File: src/rtl/bus_ctrl_pkg.sv
// Shared types for the two-core coherence bus controller: FSM states,
// RAM status codes and request classes.
package bus_ctrl_pkg;

   typedef enum logic [3:0] {
      IDLE,
      IREAD,
      WB0,
      WB1,
      SNOOP,
      C2C0,
      C2C1,
      LD0,
      LD1,
      INV
   } state_t;

   typedef enum logic [1:0] {
      RS_FREE   = 2'd0,
      RS_BUSY   = 2'd1,
      RS_ACCESS = 2'd2,
      RS_ERROR  = 2'd3
   } ramstate_t;

   // Listed from highest to lowest priority.
   typedef enum logic [1:0] {
      CLS_WB,
      CLS_FETCH,
      CLS_UPG,
      CLS_IREAD
   } cls_t;

endpackage

File: src/rtl/rr_arbiter.sv
// Two-requester round-robin arbiter. The `last` bit names the core that
// wins the next tie.
module rr_arbiter (
   input  logic       CLK,
   input  logic       RST,
   input  logic [1:0] req,
   input  logic       en,
   output logic       gnt
);

   logic last;

   always_comb begin
      if (req == 2'b11) gnt = last;
      else              gnt = req[1];
   end

   // Only contested grants move `last`, so an uncontested grant does not
   // cost the other core its turn at the next collision.
   always_ff @(posedge CLK) begin
      if (RST)                         last <= 1'b0;
      else if (en && (req == 2'b11))   last <= ~gnt;
   end

endmodule

File: src/rtl/coherence_bus_control.sv
// Shared RAM arbiter and MSI snoop sequencer for a two-core system, with
// cache-to-cache forwarding of modified blocks during writeback.
module coherence_bus_control
   import bus_ctrl_pkg::*;
#(
   parameter int CPUS   = 2,
   parameter int WORD_W = 32
) (
   input  logic              CLK,
   input  logic              RST,
   input  logic [CPUS-1:0]   iREN,
   input  logic [WORD_W-1:0] iaddr [CPUS],
   output logic [CPUS-1:0]   iwait,
   output logic [WORD_W-1:0] iload [CPUS],
   input  logic [CPUS-1:0]   dREN,
   input  logic [CPUS-1:0]   dWEN,
   input  logic [WORD_W-1:0] daddr [CPUS],
   input  logic [WORD_W-1:0] dstore [CPUS],
   output logic [CPUS-1:0]   dwait,
   output logic [WORD_W-1:0] dload [CPUS],
   input  logic [CPUS-1:0]   cctrans,
   input  logic [CPUS-1:0]   ccwrite,
   output logic [CPUS-1:0]   ccwait,
   output logic [CPUS-1:0]   ccinv,
   output logic [WORD_W-1:0] ccsnoopaddr [CPUS],
   output logic              ramREN,
   output logic              ramWEN,
   output logic [WORD_W-1:0] ramaddr,
   output logic [WORD_W-1:0] ramstore,
   input  logic [WORD_W-1:0] ramload,
   input  logic [1:0]        ramstate
);

   state_t     state, next_state;
   logic       req;
   cls_t       cls;
   logic       o;
   logic       access;
   logic       snoop_inv;
   logic       grant;
   logic       gnt;
   cls_t       grant_cls;
   logic [1:0] wb_req, fetch_req, upg_req, ird_req, arb_req;

   assign o         = ~req;
   assign access    = (ramstate == RS_ACCESS);
   assign snoop_inv = (cls == CLS_UPG) | ccwrite[req];
   assign grant     = (state == IDLE) && (|arb_req);

   // Arbitrate only among the highest non-empty class.
   always_comb begin
      wb_req    = dWEN & ~cctrans;
      fetch_req = dREN;
      upg_req   = cctrans & ccwrite & ~dREN & ~dWEN;
      ird_req   = iREN;
      arb_req   = 2'b00;
      grant_cls = CLS_IREAD;
      if (|wb_req) begin
         arb_req   = wb_req;
         grant_cls = CLS_WB;
      end else if (|fetch_req) begin
         arb_req   = fetch_req;
         grant_cls = CLS_FETCH;
      end else if (|upg_req) begin
         arb_req   = upg_req;
         grant_cls = CLS_UPG;
      end else begin
         arb_req   = ird_req;
         grant_cls = CLS_IREAD;
      end
   end

   rr_arbiter u_arb (
      .CLK (CLK),
      .RST (RST),
      .req (arb_req),
      .en  (grant),
      .gnt (gnt)
   );

   always_ff @(posedge CLK) begin
      if (RST) begin
         state <= IDLE;
         req   <= 1'b0;
         cls   <= CLS_IREAD;
      end else begin
         state <= next_state;
         if (grant) begin
            req <= gnt;
            cls <= grant_cls;
         end
      end
   end

   // Outputs are held at their idle values while RST is high so an
   // in-flight RAM strobe drops in the reset cycle itself.
   always_comb begin
      next_state = state;
      iwait      = '1;
      dwait      = '1;
      ccwait     = '0;
      ccinv      = '0;
      ramREN     = 1'b0;
      ramWEN     = 1'b0;
      ramaddr    = '0;
      ramstore   = '0;
      for (int c = 0; c < CPUS; c++) begin
         iload[c]       = '0;
         dload[c]       = '0;
         ccsnoopaddr[c] = '0;
      end

      if (!RST) begin
         case (state)
            IDLE: begin
               if (|arb_req) begin
                  case (grant_cls)
                     CLS_WB:    next_state = WB0;
                     CLS_FETCH: next_state = SNOOP;
                     CLS_UPG:   next_state = INV;
                     default:   next_state = IREAD;
                  endcase
               end
            end
            IREAD: begin
               ramREN     = 1'b1;
               ramaddr    = iaddr[req];
               iload[req] = ramload;
               iwait[req] = ~access;
               if (access) next_state = IDLE;
            end
            WB0, WB1: begin
               ramWEN     = 1'b1;
               ramaddr    = daddr[req];
               ramstore   = dstore[req];
               dwait[req] = ~access;
               if (access) next_state = (state == WB0) ? WB1 : IDLE;
            end
            SNOOP: begin
               next_state = dWEN[o] ? C2C0 : LD0;
            end
            C2C0, C2C1: begin
               ramWEN     = 1'b1;
               ramaddr    = daddr[o];
               ramstore   = dstore[o];
               dload[req] = dstore[o];
               dwait[req] = ~access;
               dwait[o]   = ~access;
               if (access) next_state = (state == C2C0) ? C2C1 : IDLE;
            end
            LD0, LD1: begin
               ramREN     = 1'b1;
               ramaddr    = daddr[req];
               dload[req] = ramload;
               dwait[req] = ~access;
               if (access) next_state = (state == LD0) ? LD1 : IDLE;
            end
            INV: begin
               dwait[req] = 1'b0;
               next_state = IDLE;
            end
            default: next_state = IDLE;
         endcase

         if (state inside {SNOOP, C2C0, C2C1, LD0, LD1, INV}) begin
            ccwait[o]      = 1'b1;
            ccinv[o]       = snoop_inv;
            ccsnoopaddr[o] = daddr[req];
         end
      end
   end

endmodule

File: config.mk
export PLATFORM = sky130hd
export DESIGN_NAME = coherence_bus_control
export DESIGN_NICKNAME = d
export VERILOG_FILES = /design/src/rtl/bus_ctrl_pkg.sv /design/src/rtl/rr_arbiter.sv /design/src/rtl/coherence_bus_control.sv
export SDC_FILE = /design/constraint.sdc
export NUM_CORES = 1
export LEC_CHECK = 0
export BUFFER_PORTS_ARGS = -buffer_cell sky130_fd_sc_hd__buf_2
export CAP_MARGIN = 20
export CORE_AREA = 5 5 194 196
export DETAILED_ROUTE_END_ITERATION = 10
export DIE_AREA = 0 0 199 201
export GPL_TIMING_DRIVEN = 0
export SKIP_CTS_REPAIR_TIMING = 1
export SYNTH_ARGS = -nofsm -noshare
export SYNTH_HDL_FRONTEND = slang
export SYNTH_HIERARCHICAL = 1
export SYNTH_SLANG_ARGS = --single-unit
File: constraint.sdc
create_clock -name CLK -period 3.8 [get_ports CLK]
set_input_delay 0.57 -clock CLK [delete_from_list [all_inputs] [get_ports CLK]]
set_output_delay 0.57 -clock CLK [all_outputs]
set_load 0.02 [all_outputs]
==> results_dict.tcl <==
set metrics [dict create \
    outcome "finished, final reports clean" \
    finalWorstSetupSlack_ns 0.200 \
    die_h_um 201 \
    power_density_mw_per_mm2 474 \
    finalWirelength_mm 38.7 \
    h-tree-depth 1 \
    setup.worst_path.start_class "register" \
    crit_type "register to output port" \
    track_usage_pct 17.7 \
    syn_area_per_cell_um2 6.78 \
    ir_worst_vdd_mv 0.162 \
    antenna_found_initial 5 \
    relSlewSlack_pct 29.7 \
    first_global_vias 8486 \
    min_period_ns 3.60 \
    synth.yosys.warnings 6 \
    synth-seq-area-share_pct 3.17 \
    fp-row-count 70 \
    wl_per_cell_um 22.5 \
    synth_area_mm2 0.00506 \
    detail-route-antenna-nets 0 \
    total_power_w 0.00391 \
    firstDrtPassIters 9 \
    cts.sinks 8 \
    cp_max_fo 10 \
    hpwl_mm 32.5 \
    clock_latency_ns 0.23 \
    most-common-layout-cells "buf_2, and2_1, a22oi_1" \
    reg2reg_slack_ns 1.87 \
    pre_cts_slack_ns -0.00356 \
    finalHoldViolCount 0 \
    syn_nets 984 \
    io_pins 504 \
    drc_errors 0 \
    ys.flop_type "dfxtp_1" \
    synthArstFlopShare_pct 0 \
    overflow 0 \
    portBuffers 501 \
    layout_commonest_cell "buf_2" \
    cp.arrival_ns 3.03 \
    coreArea_mm2 0.0359 \
    place.gp.congestion 0.921 \
    slew_violations 0 \
    start_util_pct 14.1 \
    finClkSkew_ns 0.000717 \
    reg2reg_from "state[1]$_SDFFE_PP0P_" \
    min-delay-start "cls[1]$_SDFFE_PP1P_" \
    cts_buffer_depth 2 \
    synth_edf_count 0 \
    cp-end-kind "output port" \
    cts_tree "yes" \
    fp.dieArea_mm2 0.0400 \
    drt_iter0_markers 718 \
    rsz0062_at_grt "no" \
    final.period_utilization_pct 94.7 \
    synth_cell_types 59 \
    cts_made_buffers 3 \
    die_w_um 199 \
    clkTransAtPathRegs_ns 0.04 \
    leakage_nw 4.10 \
    grt_pass1_wl_mm 54.6 \
    avgViaCountPerCell 4.98 \
    drive_gt1_share_pct 45.0 \
    root_buffer "clkbuf_16" \
    min_to "cls[1]$_SDFFE_PP1P_" \
    cap_viol_max_count 0 \
    worst_pin_slew_ns 1.05 \
    timing.rr.end "u_arb/last$_SDFFE_PP0P_" \
    syn_inst 746 \
    crit_required_ns 3.23 \
    synthToLayoutAreaGrowth_pct 63.0 \
    vias 8569 \
    fin_nets 1490 \
    hold_path_class "register to register" \
    setup_viol 0 \
    rr_worst_depth 5 \
    grt_start_max_net_pins 11 \
    max_freq_ghz 0.278 \
    ys_ff_latch 8 \
    whs_path_depth 1 \
]
layout make-up:
class	count	area, um2
fillers	4126	27700
multi-input cells	642	4480
repair buffers	501	2510
well taps	468	586
plain buffers	93	419
flip-flops and latches	8	160
clock buffers	3	75.1
inverters	3	11.3
diodes	4	10.0
synthesized netlist by cell type, drive strengths merged (3+ instances only):
library cell / instances / area (um2)
a211oi: 34 / 285
inv: 3 / 11.3
o21bai: 3 / 22.5
a22oi: 107 / 803
a21o: 12 / 90.1
nand2b: 9 / 56.3
nand2: 15 / 56.3
nor4: 4 / 25.0
nor2: 97 / 367
a21boi: 3 / 26.3
nand3b: 3 / 22.5
dfxtp: 8 / 160
nor3: 5 / 46.3
o22ai: 21 / 131
o31ai: 3 / 22.5
mux2i: 67 / 671
clkbuf: 55 / 206
o21a: 21 / 158
buf: 38 / 206
and2: 129 / 807
a311oi: 11 / 96.3
a21oi: 12 / 67.6
o21ai: 6 / 30.0
a221oi: 44 / 385
nor2b: 7 / 43.8
cell families (layout without fill, tap and decap cells):
kind of cell	count (synthesis)	after routing	synth area share [%]
and+or+nand+nor	286	286	31.2
buffers and inverters	96	600	8.38
xor gates and xnor gates	3	3	0.520
muxes	68	68	13.6
other	0	4	0
DFF	8	8	3.17
AOI/OAI and AO/OA	285	285	43.2
through the flow:
| step | hold WS, ns | instances | setup TNS, ns | cell area, um2 | util (%) |
|---|---|---|---|---|---|
| 2_1_floorplan | 0.445 | 746 | 0 | 5060 | - |
| 3_5_place_dp | 0.474 | 1715 | -0.00356 | 8150 | 22.7 |
| 3_3_place_gp | 0.465 | 1715 | 0 | 8150 | 22.7 |
| 6_report | 0.480 | 1722 | 0 | 8250 | 23.0 |
| 4_1_cts | 0.482 | 1718 | -0.0273 | 8230 | 22.9 |
| 5_1_grt | 0.496 | 1719 | 0 | 8240 | 22.9 |
state kept, by name, summed over array words and instances (netlist names):
| register | count |
|---|---|
| cls | 2 |
| req | 1 |
| state | 4 |
| u_arb/last | 1 |
worst max-delay path, stage by stage (launching register included):
cell      delay, ns
dfxtp_1        0.29
buf_2          0.16
buf_2          0.20
nor2_1         0.16
nand3b_1       0.33
nor2_1         0.82
clkbuf_1       0.44
and2_1         0.22
buf_2          0.17
power breakdown:
| group | switching, W | leakage [nW] | internal (W) | total (W) |
|---|---|---|---|---|
| registers | 0.0000297 | 0.0660 | 0.000119 | 0.000148 |
| clock network | 0.0000446 | 0.0370 | 0.000136 | 0.000181 |
| logic | 0.00233 | 3.99 | 0.00125 | 0.00358 |
| total | 0.00241 | 4.10 | 0.00150 | 0.00391 |
how the worst max path moves through the flow:
stage,end,startpoint,depth (start not counted),slack [ns]
final,iload[22],state[1]$_SDFFE_PP0P_,8,0.20
after global routing,iload[22],state[1]$_SDFFE_PP0P_,8,0.02
after CTS,ccsnoopaddr[38],state[3]$_SDFFE_PP0P_,7,-0.03
after detailed placement,ccsnoopaddr[38],RST,7,-0.004
after global placement,ccsnoopaddr[38],RST,7,0.09
after floorplan,ramaddr[13],state[1]$_SDFFE_PP0P_,8,1.34
per-layer routing:
metal / GRT usage, % / up-vias / part of all wire (%)
met1: 21.8 / 4036 / 38
li1: - / 3863 / -
met5: 0 / - / 0.070
met4: 5.86 / 4 / 3.4
met2: 31.3 / 582 / 49
met3: 2.82 / 84 / 9.4
No activity file was read; power rests on OpenSTA's default activity.
